## src/rtl/serdes_ser_tx.sv

```systemverilog
// Transmit half of the V1 source-synchronous serdes: takes bytes over a req/gnt handshake and
// shifts them out as a gated serial clock plus data line.
module serdes_ser_tx #(
    parameter int unsigned CLK_DIV   = 2,
    parameter bit          MSB_FIRST = 1'b1
) (
    input  logic       clk,
    input  logic       reset,
    input  logic       tx_req,
    input  logic [7:0] tx_data,
    output logic       tx_gnt,
    output logic       ser_clk,
    output logic       ser_data,
    output logic       busy
);

    localparam int unsigned     DivW   = (CLK_DIV > 1) ? $clog2(CLK_DIV) : 1;
    localparam logic [DivW-1:0] DivMax = DivW'(CLK_DIV - 1);

    typedef enum logic [0:0] {
        StIdle  = 1'b0,
        StShift = 1'b1
    } state_t;

    state_t          state;
    logic [DivW-1:0] div_cnt;
    logic            phase;
    logic [2:0]      bit_cnt;
    logic [7:0]      shreg;

    logic half_done;
    logic byte_done;

    function automatic logic first_bit(input logic [7:0] b);
        return MSB_FIRST ? b[7] : b[0];
    endfunction

    // The bit on ser_data is always the leading bit of shreg, so advancing drops it.
    function automatic logic [7:0] advance(input logic [7:0] b);
        return MSB_FIRST ? {b[6:0], 1'b0} : {1'b0, b[7:1]};
    endfunction

    always_comb begin
        half_done = (div_cnt == DivMax);
        byte_done = half_done && phase && (bit_cnt == 3'd7);
    end

    always_ff @(posedge clk or posedge reset) begin
        if (reset) begin
            state    <= StIdle;
            div_cnt  <= '0;
            phase    <= 1'b0;
            bit_cnt  <= 3'd0;
            shreg    <= 8'h00;
            tx_gnt   <= 1'b0;
            ser_clk  <= 1'b0;
            ser_data <= 1'b0;
            busy     <= 1'b0;
        end else begin
            tx_gnt <= 1'b0;
            unique case (state)
                StIdle: begin
                    ser_clk <= 1'b0;
                    if (tx_req) begin
                        shreg    <= tx_data;
                        tx_gnt   <= 1'b1;
                        busy     <= 1'b1;
                        ser_data <= first_bit(tx_data);
                        phase    <= 1'b0;
                        bit_cnt  <= 3'd0;
                        div_cnt  <= '0;
                        state    <= StShift;
                    end else begin
                        ser_data <= 1'b0;
                        busy     <= 1'b0;
                    end
                end
                StShift: begin
                    if (!half_done) begin
                        div_cnt <= div_cnt + DivW'(1);
                    end else if (!phase) begin
                        ser_clk <= 1'b1;
                        phase   <= 1'b1;
                        div_cnt <= '0;
                    end else if (!byte_done) begin
                        ser_clk  <= 1'b0;
                        shreg    <= advance(shreg);
                        ser_data <= first_bit(advance(shreg));
                        bit_cnt  <= bit_cnt + 3'd1;
                        phase    <= 1'b0;
                        div_cnt  <= '0;
                    end else begin
                        // End of byte: chain the next byte with no clock gap, or go idle.
                        ser_clk <= 1'b0;
                        phase   <= 1'b0;
                        bit_cnt <= 3'd0;
                        div_cnt <= '0;
                        if (tx_req) begin
                            shreg    <= tx_data;
                            tx_gnt   <= 1'b1;
                            ser_data <= first_bit(tx_data);
                        end else begin
                            shreg    <= 8'h00;
                            ser_data <= 1'b0;
                            busy     <= 1'b0;
                            state    <= StIdle;
                        end
                    end
                end
                default: state <= StIdle;
            endcase
        end
    end

endmodule

```

## config.mk

```make
export PLATFORM = sky130hd
export DESIGN_NAME = serdes_ser_tx
export DESIGN_NICKNAME = d
export VERILOG_FILES = /design/src/rtl/serdes_ser_tx.sv
export SDC_FILE = /design/constraint.sdc
export NUM_CORES = 1
export LEC_CHECK = 0
export CELL_PAD_IN_SITES_DETAIL_PLACEMENT = 1
export CELL_PAD_IN_SITES_GLOBAL_PLACEMENT = 2
export CORE_MARGIN = 1
export CORE_UTILIZATION = 34
export CTS_CLUSTER_DIAMETER = 200
export DETAILED_ROUTE_END_ITERATION = 8
export PLACE_DENSITY_LB_ADDON = 0.1
export SLEW_MARGIN = 10
export SYNTH_ARGS = -nofsm -noshare
export SYNTH_HDL_FRONTEND = slang
export SYNTH_SLANG_ARGS = --single-unit
export TNS_END_PERCENT = 30
```

## constraint.sdc

```tcl
create_clock -name clk -period 4.8 [get_ports clk]
set_input_delay 0.96 -clock clk [delete_from_list [all_inputs] [get_ports clk]]
set_output_delay 0.96 -clock clk [all_outputs]
set_load 0.02 [all_outputs]
```

==> impl_metrics.ini, run 1 <==
[global_route]
grt_max_degree = 18
first_global_vias = 639
grt_antenna_before_repair = 0
track_usage = 0.163
grt.overflow.total = 0
grt_pass1_wl_um = 2990

[sta]
relSlewSlack = 0.560
hold_ws_ns = 0.489
setup_tns_ns = 0
fmax_mhz = 451
clock_skew_ns = 0.00888
slew_violations = 0
fin_crit_sh = 0.462
tightestPinTransition_ns = 0.659
setup_viol = 0
post-route-min-period_ns = 2.22
hold_viol = 0
rsz0062_at_grt = no
fin_ws_ns = 2.58

[cells_and_area]
drive_above_1_share = 0.0795
syn_to_final_growth_pct = 21.6
layout_common_cells = 17 x dfrtp_1, 14 x clkdlybuf4s50_1
layout.cells.most_common = dfrtp_1
nNetsFinal = 102
antenna_cells = 0

[setup_path]
crit_path_top_delay_cell = clkdlybuf4s50_1
cpPeakStageDelay_ns = 0.60
critPathBufInv = 1
worstPathRequired_ns = 3.84
start_kind = flip-flop
critPathArrivalTime_ns = 1.26
crit_path_cell_trace = clkdlybuf4s50_1
setup.worst_path.end_class = output pin
crit_type = reg2out
crit_family = buffers and inverters
critical_path.max_fanout = 2

[route]
vias = 623
ant_nets = 0
firstDrtPassIters = 4
drc = 0
drt-initial-drc-count = 8
totalWireLength_um = 1720
wl_per_cell_um = 14.8
viasPerCell = 5.37

[synthesis]
syn_area_um2 = 793
avgSynthCellArea_um2 = 10.7
yosysSeqAreaShare = 0.536
postSynthCellCount = 74
yosysWarnings = 0
synth.distinct_cells = 29
synth_nets = 87
ys_ff_latch = 17

[floorplan]
initial_utilization = 0.359
die_h_um = 50.3
fp.dieW_um = 50.3
coreArea_um2 = 2210
placementRows = 17
die_area_um2 = 2530
io_pins = 15

[worst_hold_path]
min_path_type = reg2reg

[clock_network]
numCtsBuffers = 3
ctsHtreeMaxLevel = 1
clkTransAtPathRegs_ns = 0.11
post_cts_buffers = 0
cts_resized = 0
cts_tree = yes
clockBufferDepth = 2
clockRootBuffer = clkbuf_4
hold_buffers = 0
clkLatencyLatePin_ns = 0.30
cts.sinks = 17

[placement]
routabilityCongestion = 0.725
post-place-ws_ns = 2.34
port_buffers = 14
hpwl_um = 1220

[power]
p_leak_nw = 0.427
total_power_mw = 0.559
peakVddDrop_mv = 0.288
power.density_nw_per_um2 = 579

[flow_run]
cap_violations = 0

[status]
status = finished, final reports clean
[flip-flops by register name, indices dropped and copies added, names as in the netlist]
name / count
busy: 1
state: 1
phase: 1
ser_clk: 1
bit_cnt: 3
shreg: 7
ser_data: 1
tx_gnt: 1
div_cnt: 1
[report_power, final]
part	switching, mW	internal [mW]
clock network	0.0475	0.0310
registers	0.0503	0.206
logic	0.113	0.111
total	0.211	0.348
[path summary, 6_finish.rpt]
check,to,slack [ns],start,cells after the start
max in group asynchronous,busy$_DFFE_PP0P_,3.33,reset,2
max,ser_clk,2.58,ser_clk$_DFFE_PP0P_,1
min in group asynchronous,shreg[0]$_DFFE_PP0P_,1.04,reset,2
min reg2reg,busy$_DFFE_PP0P_,0.49,busy$_DFFE_PP0P_,1
min,busy$_DFFE_PP0P_,0.49,busy$_DFFE_PP0P_,1
max reg2reg,shreg[4]$_DFFE_PP0P_,3.07,bit_cnt[0]$_DFFE_PP0P_,5
[cells by family (layout without fill, tap and decap cells)]
kind of cell               Yosys count  after routing  synth area share
and+or+nand+nor                     21             21             0.145
muxes                                1              1            0.0142
AOI/OAI and AO/OA                   26             26             0.219
buffers and inverters                7             21            0.0536
DFF                                 17             17             0.536
adders and majority gates            2              2            0.0315
[cell type report]
cell class,count,area [um2]
Clock inverter,1,5.00
Clock buffer,3,22.5
Multi-Input combinational cell,50,325
Inverter,3,11.3
Fill cell,268,1250
Sequential cell,17,425
Timing Repair Buffer,14,140
Tap cell,28,35.0
[Yosys cell counts]
| library cell | instances | share of area |
|---|---|---|
| a21oi_1 | 5 | 0.032 |
| and4_4 | 1 | 0.014 |
| ha_1 | 2 | 0.032 |
| dfrtp_1 | 17 | 0.54 |
| o21ai_1 | 5 | 0.032 |
| a22oi_1 | 1 | 0.0095 |
| inv_1 | 3 | 0.014 |
| o21ai_0 | 1 | 0.0063 |
| nor2_1 | 5 | 0.024 |
| a21bo_1 | 1 | 0.013 |
| a31oi_1 | 5 | 0.039 |
| a21boi_1 | 1 | 0.0095 |
| a221o_1 | 2 | 0.025 |
| nand4_1 | 1 | 0.0079 |
| clkbuf_1 | 1 | 0.0047 |
| nor4b_1 | 1 | 0.011 |
| nand3_1 | 5 | 0.032 |
| a22o_1 | 2 | 0.022 |
| buf_6 | 2 | 0.028 |
| o21a_1 | 1 | 0.0095 |
| and2_1 | 2 | 0.016 |
| buf_2 | 1 | 0.0063 |
| nand2_1 | 3 | 0.014 |
| a21o_1 | 1 | 0.0095 |
| and4b_1 | 1 | 0.013 |
| o211a_2 | 1 | 0.013 |
| mux2_2 | 1 | 0.014 |
| or2_1 | 1 | 0.0079 |
| nor3_1 | 1 | 0.0063 |
[layer usage]
layer,track usage,wire [um],vias up
met4,0.0417,15,0
met5,0,0,-
met2,0.249,781,15
met3,0.0667,83,2
met1,0.212,834,303
li1,-,-,303
[stage by stage]
step	util	cell area, um2	std cells
detailed placement	0.424	937	112
floorplan	-	793	74
CTS	0.436	965	116
finish	0.436	965	116
global route	0.436	965	116
global placement	0.424	937	112
Note: power is estimated with default switching activity, not from simulation.
==> inputs of run 2 (changes only) <==
Settings changed: CORE_UTILIZATION 34 to 31.
Clock period 4.8 ns to 2.2 ns, I/O delays scaled along.
==> impl_metrics.ini, run 2 (same netlist as run 1, synthesis figures left out) <==
[setup_path]
crit_path_top_delay_cell = dfrtp_1
crit_type = reg2reg
worstPathRequired_ns = 2.38
start_kind = flip-flop
crit_path_cell_trace = ha_1 > ha_1 > and4_4 > o211a_2 > a221o_1
critical_path.max_fanout = 5
critPathArrivalTime_ns = 1.90
setup.worst_path.end_class = flip-flop
cpPeakStageDelay_ns = 0.40
critPathBufInv = 0
path_common_cell = ha_1
crit_family = compound AO/OA/AOI/OAI gates

[cells_and_area]
nNetsFinal = 102
regArea_um2 = 425
largest_register_ffs = 7
max_flop_register = shreg
layout.cells.most_common = dfrtp_1
fillers = 261
layout_common_cells = 17 x dfrtp_1, 14 x clkdlybuf4s50_1
multi_input_area_um2 = 325
syn_to_final_growth_pct = 21.5
top_regs = shreg (7), bit_cnt (3)
antenna_cells = 0
drive_above_1_share = 0.0682
finalInstanceArea_um2 = 963

[clock_network]
clockRootBuffer = clkbuf_4
hold_buffers = 0
ctsHtreeMaxLevel = 1
post_cts_buffers = 0
numCtsBuffers = 3
clockBufferDepth = 2
clkTransAtPathRegs_ns = 0.10
cts.sinks = 17
cts_resized = 0
cts_tree = yes
clkLatencyLatePin_ns = 0.29

[floorplan]
coreArea_um2 = 2320
die_area_um2 = 2770
placementRows = 17
io_pins = 15
die_h_um = 52.6
initial_utilization = 0.342
fp.dieW_um = 52.6

[global_route]
track_usage = 0.155
grt_max_degree = 18
grt_pass1_wl_um = 3010
first_global_vias = 642
grt_antenna_before_repair = 0
grt.overflow.total = 0

[power]
p_sw_mw = 0.460
intPower_mw = 0.762
swShare = 0.377
p_seq_frac = 0.461
peakVddDrop_mv = 0.599
total_power_mw = 1.22
p_leak_nw = 0.425
combPwrFrac = 0.399
p_clk_frac = 0.140
power.density_nw_per_um2 = 1270

[sta]
setup_tns_ns = 0
slew_violations = 0
fmax_mhz = 581
setup_viol = 0
fin_crit_sh = 0.783
post-route-min-period_ns = 1.72
hold_ws_ns = 0.489
clock_skew_ns = 0.00137
tightestPinTransition_ns = 0.685
rsz0062_at_grt = no
relSlewSlack = 0.543
hold_viol = 0

[status]
status = finished, final reports clean

[placement]
routabilityCongestion = 0.738
port_buffers = 14
placed_area_um2 = 937
hpwl_um = 1280

[route]
totalWireLength_um = 1800
firstDrtPassIters = 3
ant_nets = 0
viasPerCell = 5.34
vias = 620
drc = 0
wl_per_cell_um = 15.6
drt-initial-drc-count = 12

[worst_hold_path]
min_path_type = reg2reg

[flow_run]
cap_violations = 0
[run 2: path summary, 6_finish.rpt]
check,startpoint,endpoint,slack [ns],cells past startpoint
min in group asynchronous,reset,shreg[2]$_DFFE_PP0P_,0.54,2
max reg2reg,bit_cnt[0]$_DFFE_PP0P_,shreg[4]$_DFFE_PP0P_,0.48,5
max in group asynchronous,reset,busy$_DFFE_PP0P_,1.22,2
min reg2reg,busy$_DFFE_PP0P_,busy$_DFFE_PP0P_,0.49,1
min,busy$_DFFE_PP0P_,busy$_DFFE_PP0P_,0.49,1
max,bit_cnt[0]$_DFFE_PP0P_,shreg[4]$_DFFE_PP0P_,0.48,5
[run 2: metal layers]
layer,up-vias,GRT usage,share of wire
met2,13,0.226,0.42
met5,-,0,0
li1,302,-,-
met3,2,0.0261,0.043
met1,303,0.218,0.53
met4,0,0.0789,0.0078
[run 2: layout make-up]
type / count / share of cell area
clock buffers: 4 / 0.0273
flip-flops and latches: 17 / 0.442
inverters: 3 / 0.0117
well taps: 28 / 0.0364
repair buffers: 14 / 0.145
multi-input cells: 50 / 0.338
[run 2: metrics by stage]
step,utilization,std cells,worst slack (ns)
after floorplan,-,74,0.596
after global placement,0.404,112,0.284
after detailed placement,0.404,112,0.271
after CTS,0.416,116,0.463
after global routing,0.416,116,0.392
final,0.416,116,0.478
[run 2: power by group through the flow]
stage | sequential, mW | combinational [mW] | clock [mW]
finish | 0.563 | 0.488 | 0.171
global route | 0.586 | 0.558 | 0.192
CTS | 0.562 | 0.495 | 0.179
detailed placement | 0.568 | 0.493 | 0
global placement | 0.567 | 0.491 | 0
floorplan | 0.555 | 0.371 | 0
[run 2: worst register-to-register path, cell delays in order (launching register included)]
cell	delay [ns]
dfrtp_1	0.40
ha_1	0.20
ha_1	0.21
and4_4	0.23
o211a_2	0.27
a221o_1	0.30
==> inputs of run 3 (changes only) <==
Clock period 2.2 ns to 1.72 ns, I/O delays scaled along.
==> impl_metrics.ini, run 3 (same netlist as run 1, synthesis figures left out) <==
[cells_and_area]
antenna_cells = 0
max_flop_register = shreg
fillers = 278
final_util = 0.452
drive_above_1_share = 0.182
top_regs = shreg (7), bit_cnt (3)
layout_common_cells = 17 x dfrtp_1, 14 x clkdlybuf4s50_1, 11 x buf_4
nNetsFinal = 113
layout.cells.most_common = dfrtp_1
largest_register_ffs = 7
syn_to_final_growth_pct = 32.2

[route]
vias = 671
wl_per_cell_um = 15.1
drt-initial-drc-count = 9
viasPerCell = 5.28
ant_nets = 0
drc = 0
totalWireLength_um = 1910
firstDrtPassIters = 4

[flow_run]
cap_violations = 0

[setup_path]
worstPathRequired_ns = 1.90
crit_type = reg2reg
critPathArrivalTime_ns = 1.84
r2r-start = bit_cnt[0]$_DFFE_PP0P_
cp-startpoint = bit_cnt[0]$_DFFE_PP0P_
critical_path.max_fanout = 4
start_kind = flip-flop
setup.worst_path.end_class = flip-flop

[power]
p_leak_nw = 0.475
p_seq_frac = 0.437
combPwrFrac = 0.427
swShare = 0.367
p_sw_mw = 0.595
power.density_nw_per_um2 = 1540
intPower_mw = 1.02
peakVddDrop_mv = 0.813
total_power_mw = 1.62
p_clk_frac = 0.136

[clock_network]
clockBufferDepth = 2
cts_tree = yes
hold_buffers = 0
numCtsBuffers = 3
clkTransAtPathRegs_ns = 0.10
cts.sinks = 17
clockRootBuffer = clkbuf_4
clkLatencyLatePin_ns = 0.29
ctsHtreeMaxLevel = 1

[floorplan]
fp.dieW_um = 52.6
die_area_um2 = 2770
coreArea_um2 = 2320
die_h_um = 52.6
initial_utilization = 0.342
io_pins = 15
placementRows = 17

[status]
status = finished, final reports clean

[sta]
fmax_mhz = 603
fin_crit_sh = 0.964
relSlewSlack = 0.795
slew_violations = 0
clock_skew_ns = 0.00211
hold_viol = 0
tightestPinTransition_ns = 0.303
setup_viol = 0
post-route-min-period_ns = 1.66

[global_route]
first_global_vias = 658
grt_antenna_before_repair = 0
grt.overflow.total = 0
grt_max_degree = 18
track_usage = 0.165
grt_pass1_wl_um = 3220

[placement]
hpwl_um = 1420
port_buffers = 14
routabilityCongestion = 0.719

[worst_hold_path]
min_path_type = in2async
## run 3: changes by cell type in the layout (fill, tap and decap cells not counted), sizes merged
cell	delta
buf	+11
## run 3: repair_timing
action | in CTS | in global routing
endpoints found under the setup margin | 0 | 2
resized for setup | 0 | 1
buffers inserted | 0 | 1
## run 3: layout make-up
type / instances / area [um2] / area share
Multi-Input combinational cell: 50 / 328 / 0.313
Clock buffer: 4 / 26.3 / 0.0251
Tap cell: 28 / 35.0 / 0.0334
Inverter: 3 / 11.3 / 0.0107
Timing Repair Buffer: 25 / 223 / 0.212
Sequential cell: 17 / 425 / 0.406
## run 3: worst paths after layout
check	endpoint	slack [ns]	cells past startpoint
worst min-delay path	shreg[5]$_DFFE_PP0P_	0.35	3
min in group clk	busy$_DFFE_PP0P_	0.49	1
max in group asynchronous	bit_cnt[2]$_DFFE_PP0P_	1.18	3
worst max register to register	shreg[5]$_DFFE_PP0P_	0.06	5
worst min register to register	busy$_DFFE_PP0P_	0.49	1
worst max-delay path	shreg[5]$_DFFE_PP0P_	0.06	5
## run 3: routing by layer
metal	global-route usage	share of wire
met1	0.224	0.48
met2	0.247	0.46
met3	0.0261	0.037
met4	0.0921	0.017
met5	0	0
## run 3: stage by stage
stage	worst slack [ns]	instances	instance area, um2	hold slack [ns]	TNS [ns]
6_report	0.0611	127	1050	0.352	0
5_1_grt	-0.00720	127	1050	0.368	-0.00720
4_1_cts	0.0345	126	1040	0.356	0
3_5_place_dp	0.0326	122	1010	0.472	0
3_3_place_gp	0.0506	122	1010	0.464	0
2_1_floorplan	0.116	74	793	0.270	0
## run 3: power by group through the flow
stage               Combinational, mW  Sequential, mW  Clock, mW
detailed placement              0.674           0.718          0
finish                          0.691           0.708      0.220
global route                    0.794           0.742      0.239
floorplan                       0.474           0.709          0
CTS                             0.679           0.709      0.227
global placement                0.658           0.714          0
## run 3: worst max-delay path, cell delays in order (launching register included)
cell and delay [ns]:
dfrtp_1 0.40, ha_1 0.21, ha_2 0.19, and4_4 0.19, o211a_2 0.27, a221o_1 0.30
